**src/rtl/mtx_host_if.sv**
```systemverilog
// Host endpoint: loads a 16-sample complex matrix, streams it as one valid-framed burst, captures the 16-beat result.
// Latency: start at T -> lead beat at T+1, samples T+2..T+17; done one cycle after the 16th result beat.
// No backpressure: the burst is unconditional; MTX_HOST_TIMEOUT_EN adds a result-gap watchdog driving err_timeout.
module mtx_host_if #(
    parameter int BIT_NUM      = 18,
    parameter int CHANNEL_SIZE = 16,
    parameter int LEAD_BEATS   = 1,
    parameter int TIMEOUT      = 64
) (
    input  logic                      clk,
    input  logic                      rst,
    input  logic                      load_we,
    input  logic [3:0]                load_addr,
    input  logic signed [BIT_NUM-1:0] load_r,
    input  logic signed [BIT_NUM-1:0] load_i,
    input  logic                      start,
    output logic                      busy,
    output logic                      tx_valid,
    output logic signed [BIT_NUM-1:0] tx_r,
    output logic signed [BIT_NUM-1:0] tx_i,
    input  logic                      rx_valid,
    input  logic signed [BIT_NUM-1:0] rx_r,
    input  logic signed [BIT_NUM-1:0] rx_i,
    input  logic [3:0]                rd_addr,
    output logic signed [BIT_NUM-1:0] rd_r,
    output logic signed [BIT_NUM-1:0] rd_i,
    output logic                      done,
    output logic                      err_timeout
);

    typedef enum logic [2:0] {IDLE, LEAD, SEND, WAIT, CAPT, FIN} state_t;

    state_t     state, state_nxt;
    logic [4:0] tx_cnt, tx_cnt_nxt;
    logic [4:0] rx_cnt, rx_cnt_nxt;
    logic       res_we;

    logic signed [BIT_NUM-1:0] mat_r [CHANNEL_SIZE];
    logic signed [BIT_NUM-1:0] mat_i [CHANNEL_SIZE];
    logic signed [BIT_NUM-1:0] res_r [CHANNEL_SIZE];
    logic signed [BIT_NUM-1:0] res_i [CHANNEL_SIZE];

`ifdef MTX_HOST_TIMEOUT_EN
    localparam int TO_W = $clog2(TIMEOUT + 1);
    logic [TO_W-1:0] idle_cnt, idle_nxt;
    logic            to_fire;
`endif

    always_comb begin
        state_nxt  = state;
        tx_cnt_nxt = tx_cnt;
        rx_cnt_nxt = rx_cnt;
        res_we     = 1'b0;
        case (state)
            IDLE: begin
                if (start) begin
                    state_nxt  = (LEAD_BEATS > 0) ? LEAD : SEND;
                    tx_cnt_nxt = '0;
                    rx_cnt_nxt = '0;
                end
            end
            // tx_cnt counts lead beats here, then sample indices in SEND
            LEAD: begin
                if (tx_cnt == 5'(LEAD_BEATS - 1)) begin
                    state_nxt  = SEND;
                    tx_cnt_nxt = '0;
                end else begin
                    tx_cnt_nxt = tx_cnt + 5'd1;
                end
            end
            SEND: begin
                if (tx_cnt == 5'(CHANNEL_SIZE - 1)) begin
                    state_nxt = WAIT;
                end else begin
                    tx_cnt_nxt = tx_cnt + 5'd1;
                end
            end
            WAIT, CAPT: begin
                if (rx_valid) begin
                    res_we     = 1'b1;
                    rx_cnt_nxt = rx_cnt + 5'd1;
                    state_nxt  = (rx_cnt == 5'(CHANNEL_SIZE - 1)) ? FIN : CAPT;
                end
            end
            FIN:     state_nxt = IDLE;
            default: state_nxt = IDLE;
        endcase

`ifdef MTX_HOST_TIMEOUT_EN
        idle_nxt = '0;
        to_fire  = 1'b0;
        if ((state == WAIT || state == CAPT) && !rx_valid) begin
            if (idle_cnt == TO_W'(TIMEOUT - 1)) begin
                to_fire   = 1'b1;
                state_nxt = IDLE;
            end else begin
                idle_nxt = idle_cnt + 1'b1;
            end
        end
`endif
    end

    // Outputs are registered from the next state so they line up with the state they describe.
    always_ff @(posedge clk) begin
        if (rst) begin
            state    <= IDLE;
            tx_cnt   <= '0;
            rx_cnt   <= '0;
            busy     <= 1'b0;
            tx_valid <= 1'b0;
            tx_r     <= '0;
            tx_i     <= '0;
            done     <= 1'b0;
            for (int k = 0; k < CHANNEL_SIZE; k++) begin
                mat_r[k] <= '0;
                mat_i[k] <= '0;
                res_r[k] <= '0;
                res_i[k] <= '0;
            end
        end else begin
            state    <= state_nxt;
            tx_cnt   <= tx_cnt_nxt;
            rx_cnt   <= rx_cnt_nxt;
            busy     <= (state_nxt != IDLE);
            tx_valid <= (state_nxt == LEAD) || (state_nxt == SEND);
            done     <= (state_nxt == FIN);
            if (state_nxt == SEND) begin
                tx_r <= mat_r[tx_cnt_nxt[3:0]];
                tx_i <= mat_i[tx_cnt_nxt[3:0]];
            end else begin
                tx_r <= '0;
                tx_i <= '0;
            end
            if (state == IDLE && load_we) begin
                mat_r[load_addr] <= load_r;
                mat_i[load_addr] <= load_i;
            end
            if (res_we) begin
                res_r[rx_cnt[3:0]] <= rx_r;
                res_i[rx_cnt[3:0]] <= rx_i;
            end
        end
    end

`ifdef MTX_HOST_TIMEOUT_EN
    always_ff @(posedge clk) begin
        if (rst) begin
            idle_cnt    <= '0;
            err_timeout <= 1'b0;
        end else begin
            idle_cnt <= idle_nxt;
            if (state == IDLE && start) begin
                err_timeout <= 1'b0;
            end else if (to_fire) begin
                err_timeout <= 1'b1;
            end
        end
    end
`else
    assign err_timeout = 1'b0;
`endif

    assign rd_r = res_r[rd_addr];
    assign rd_i = res_i[rd_addr];

endmodule

```
**config.mk**
```make
export PLATFORM = sky130hd
export DESIGN_NAME = mtx_host_if
export DESIGN_NICKNAME = d
export VERILOG_FILES = /design/src/rtl/mtx_host_if.sv
export SDC_FILE = /design/constraint.sdc
export NUM_CORES = 2
export LEC_CHECK = 0
export ABC_AREA = 1
export CORE_ASPECT_RATIO = 0.9
export CORE_MARGIN = 2
export CORE_UTILIZATION = 38
export CTS_CLUSTER_DIAMETER = 60
export DETAILED_ROUTE_END_ITERATION = 8
export DONT_BUFFER_PORTS = 1
export MAX_ROUTING_LAYER = met4
export SYNTH_ARGS = -nofsm -noshare
export SYNTH_HDL_FRONTEND = slang
export SYNTH_SLANG_ARGS = --single-unit
```
**constraint.sdc**
```tcl
create_clock -name clk -period 3.5 [get_ports clk]
set_input_delay 0 -clock clk [delete_from_list [all_inputs] [get_ports clk]]
set_output_delay 0 -clock clk [all_outputs]
set_load 0.01 [all_outputs]
```
---- Yosys cells after proc, flatten, opt, wreduce, memory -nomap -nowiden ----
Memories as Yosys holds them, arrays and structs flattened. A register that Yosys moved wholly into a read port is not among the register bits.
Cells that the tools add are included.
storage, ports and cells
  memory bits (writable) .................. 1,152
  memories kept ........................... 4
  register bits after elaboration ......... 16
  word-level logic and storage cells ...... 76
  input port bits ......................... 85
  output and inout port bits .............. 76
memories
  memory  depth  width  read ports  clocked after memory_dff  write ports  RTL line  RTL
  mat_i   16     18     1           1                         16           39        logic signed [BIT_NUM-1:0] mat_i [CHANNEL_SIZE];
  mat_r   16     18     1           1                         16           38        logic signed [BIT_NUM-1:0] mat_r [CHANNEL_SIZE];
  res_i   16     18     1           0                         16           41        logic signed [BIT_NUM-1:0] res_i [CHANNEL_SIZE];
  res_r   16     18     1           0                         16           40        logic signed [BIT_NUM-1:0] res_r [CHANNEL_SIZE];
operators by class
  $add $sub $neg .......................... 2
  reduce and logical (&&, ||, !) cells .... 15
  bitwise operators ....................... 1
  eq/ne operators ......................... 12
  muxes and demuxes ....................... 35
operators with widths
  kind                   count
  $mux W18               4
  $reduce_or A18 Y1      4
  $mux W5                5
  $mux W4                4
  $mux W1                15
  $pmux W5 S3            1
  $mux W3                4
  $pmux W3 S4            1
  $add A5 B1 Y5 const B  2
  $eq A5 B4 Y1 const B   2
  $pmux W5 S2            1
  $eq A3 B2 Y1 const B   3
  $eq A3 B1 Y1 const B   2
  $eq A3 B3 Y1 const B   2
  $ne A2 B2 Y1 const B   3
  $reduce_and A3 Y1      2
  $reduce_bool A3 Y1     2
  $logic_not A5 Y1       1
  $reduce_or A2 Y1       2
  $logic_not A3 Y1       1
  $reduce_bool A2 Y1     1
  $logic_and A1 B1 Y1    1
  $logic_or A1 B1 Y1     1
  $not A1 Y1             1

---- Longest topological paths before layout ----
  depth in word-level cells ............... 8
  gate-level depth with buffers ........... 15
  gate-level depth less buffers ........... 14

---- Worst setup path after synthesis ----
Ideal clock, no wire load.
  path kind ............................... reg2reg
  start ................................... register state[2]
  end ..................................... memory res_i[5][0], enable pin
  path buffers ............................ 2
  period minus slack after synthesis ...... 2,825 ps
  data arrival time ....................... 2,431 ps
  data required time ...................... 3,106 ps
  cell stages (with the launch flop) ...... 13
  setup slack ............................. 675 ps
  cell sequence ........................... dfxtp_1 -> buf_2 -> a21oi_2 -> a21oi_2 -> inv_2 -> nor2_1 -> inv_2 -> nor2_4 -> inv_2 -> nor2_4 -> nand2_2 -> clkbuf_1 -> nand2_1
RTL lines
  what                    RTL line  RTL
  from (decl)             33        state_t state, state_nxt;
  from (signal assigned)  121       state <= state_nxt;
  to (decl)               41

==> summary.txt <==
outcome - complete, no violations
Post-Synthesis Mean Instance Area - 9.930 um^2
number of antenna violations at the first check in global routing - 12
worst min-delay path category - in2reg
sequential fraction of the synthesis area - 0.6389
count of cell types in the netlist - 31
Post-Route Setup TNS - 0 ns
die span in x - 407.9 um
Std-Cell Rows - 133
slew at the pin closest to its max-slew limit - 1.144 ns
worst setup path start - state[1]
synthesis-stage register bit count - 1204
gp weighted congestion - 0.8232
Inserted Clock Buffers - 140
clock-pin slew on the worst setup and hold paths - 0.06 ns
RSZ-0062 raised after global routing - no
source of the worst register-to-register timing path - state[1]
largest cells by area after synthesis - sky130_fd_sc_hd__edfxtp_1, sky130_fd_sc_hd__nor2_1, sky130_fd_sc_hd__inv_1
aggregate global routing overflow - 0
number of nets produced by synthesis - 5711
share of post-route cells with drive strength above 1 - 0.07374
Critical Path Sink Type - flip-flop
post-route core utilization - 0.4339
worst rel slew slack - 0.2361
cell count after synthesis - 5617
largest fanout on the critical path - 19
Cell Area, Synth - 55780 um^2
number of violations reported at the end of detailed-routing iteration 0 - 4764
Tcrit/Tclk final - 0.9186
clock skew - 0.04521 ns
critical path required time - 3.92 ns
buffers added on ports - 0
Commonest cells post-synth - sky130_fd_sc_hd__nor2_1, sky130_fd_sc_hd__edfxtp_1, sky130_fd_sc_hd__inv_1, sky130_fd_sc_hd__nand3_1, sky130_fd_sc_hd__nand2_1
sum of net half-perimeters after detailed placement - 87300 um
Warnings, synthesis - 0
vias after detailed routing - 41500
power density over the cells - 551.9 nW/um^2
count of pins over their slew limit - 0
CP startpoint kind - flip-flop
clock insertion delay at the later pin of the skew report - 0.80 ns
worst path arrival time - 3.63 ns
depth of the CTS H-tree - 4
vias in the first global route - 38900
total I/O pin count - 161
starting utilization of the core area - 0.3822
Total Wirelength - 173600 um
number of flops mapped to enable cells by yosys - 1152
async set or reset register ratio after synthesis - 0
clock tree sinks - 1204
hold slack - 0.1591 ns
met3 track demand over resource in global routing - 0.04588
signed area change from the synthesized netlist to the final layout - 13.53%
first drt pass iteration count - 8
Achievable Freq - 311.0 MHz
dpl ws - 0.5264 ns
share of Yosys cell area claimed by the top area cell type - 0.6202
most common cell in the synthesized netlist - sky130_fd_sc_hd__nor2_1
cell accounting for the most synthesized area - sky130_fd_sc_hd__edfxtp_1
Final Net Count - 5613
full die area - 149900 um^2
total of endpoints with negative setup slack in the final report - 0
worst setup slack after layout - 0.2848 ns
Clock Root Buffer - sky130_fd_sc_hd__clkbuf_16
GRT Util Overall - 0.2354
Power Total - 34.95 mW
static power due to leakage - 25.57 nW
Std-Cell Core Area - 145900 um^2
vertical die dimension - 367.5 um
maximum clock path buffer count - 3
min-delay src - load_we
worst-case vdd ir drop - 0.0005174 V
max_cap viols - 0
global routing met2 resource utilization - 0.3468
remaining antenna violation count after routing - 0
pin count of the biggest net entering global routing - 433
wire length of the first global-routing pass - 256800 um
most used routing layer in global routing - met2
start-to-end type of the worst setup path - reg2reg
routed length per placed instance - 22.87 um
shortest period the worst path allows - 3.215 ns
post-DR vias/cell - 5.465
number of DRC violations after detailed routing - 0
number of failing hold endpoints at the final stage - 0
clock tree from TritonCTS - yes
most frequently used flop master after synthesis - sky130_fd_sc_hd__edfxtp_1
GRT met1 Usage - 0.3271
final timing paths:
| check | to | slack [ns] | cells past startpoint |
|---|---|---|---|
| setup / recovery | mat_i[9][4] | 0.28 | 9 |
| hold reg to reg | rx_cnt[4] | 0.53 | 2 |
| setup reg to reg | mat_i[9][4] | 0.28 | 9 |
| hold / removal | mat_i[10][2] | 0.16 | 5 |
worst max-delay path, stage by stage (launching register included):
cell                            delay, ns
sky130_fd_sc_hd__dfxtp_1             0.36
sky130_fd_sc_hd__inv_2               0.12
sky130_fd_sc_hd__nand2_1             0.09
sky130_fd_sc_hd__nor2_1              0.20
sky130_fd_sc_hd__nand3_1             0.29
sky130_fd_sc_hd__nor3_1              0.61
sky130_fd_sc_hd__nand2_2             0.09
sky130_fd_sc_hd__dlygate4sd3_1       0.60
sky130_fd_sc_hd__nand2_2             0.07
sky130_fd_sc_hd__buf_4               0.42
power breakdown:
group	switching, mW	internal, mW
clock network	6.23	8.01
registers	0.237	16.3
logic	2.88	1.29
total	9.35	25.6
registers in the layout, summed over array words and instances, names as in the netlist, 3 cells and up:
signal	cells
rx_cnt	5
mat_i	288
mat_r	288
tx_i	18
res_r	288
state	3
tx_r	18
tx_cnt	5
res_i	288
metrics by stage:
step / instance area [um^2] / cells
4_1_cts: 63310 / 7585
6_report: 63330 / 7593
3_5_place_dp: 58050 / 7251
5_1_grt: 63330 / 7593
2_1_floorplan: 55780 / 5617
3_3_place_gp: 58050 / 7251
what timing repair did:
action / 4_1_cts / 5_1_grt
hold buffers: 83 / 0
gates resized for setup: 0 / 0
endpoints found under the setup margin: 0 / 0
endpoints found under the hold margin: 1969 / 0
buffers inserted: 0 / 0
routing by layer:
layer  wire length [um]  vias to the layer above
li1                   -                    18630
met1              72830                    20320
met2              77450                     2212
met3              18570                      330
met4               4785                        0
met5                  0                        -
placed cells by master (no fill, tap or decap), types with 6 or more instances in the layout:
cell type                          n
sky130_fd_sc_hd__ha_1              9
sky130_fd_sc_hd__mux2i_1         144
sky130_fd_sc_hd__nand2_2          62
sky130_fd_sc_hd__clkbuf_1         33
sky130_fd_sc_hd__inv_2             8
sky130_fd_sc_hd__buf_4            89
sky130_fd_sc_hd__nand2_1         385
sky130_fd_sc_hd__o21ai_0         171
sky130_fd_sc_hd__o211ai_1        146
sky130_fd_sc_hd__nand4_1         253
sky130_fd_sc_hd__clkinv_2         21
sky130_fd_sc_hd__inv_6             6
sky130_fd_sc_hd__edfxtp_1       1152
sky130_fd_sc_hd__inv_1           787
sky130_fd_sc_hd__nand3_1         527
sky130_fd_sc_hd__dlygate4sd3_1    83
sky130_fd_sc_hd__diode_2           8
sky130_fd_sc_hd__a21oi_1         186
sky130_fd_sc_hd__buf_12           39
sky130_fd_sc_hd__dfxtp_1          52
sky130_fd_sc_hd__clkinv_1         25
sky130_fd_sc_hd__clkbuf_16       142
sky130_fd_sc_hd__nor2_1         1245
sky130_fd_sc_hd__nor3_1            9
area by class of cell:
type	instances	area [um^2]
antenna	8	20.02
clock buffer	179	3732
clock inverter	72	689.4
fill	13790	82620
inverter	799	3009
multi-input combinational	3163	15510
sequential	1204	35630
tap	1957	2449
timing repair buffer	211	2280
logic make-up (layout without fill, tap and decap cells):
family / count (synthesis) / in the layout / synth area share
adders and majority gates: 9 / 9 / 0.002019
xor gates and xnor gates: 2 / 2 / 0.0003141
DFF: 1204 / 1204 / 0.6389
and+or+nand+nor: 2498 / 2498 / 0.1934
AOI/OAI and AO/OA: 509 / 509 / 0.05253
other: 1 / 9 / 0.00006723
buffers and inverters: 1250 / 1261 / 0.08694
muxes: 144 / 144 / 0.02584
No activity file was read; power rests on OpenSTA's default activity.
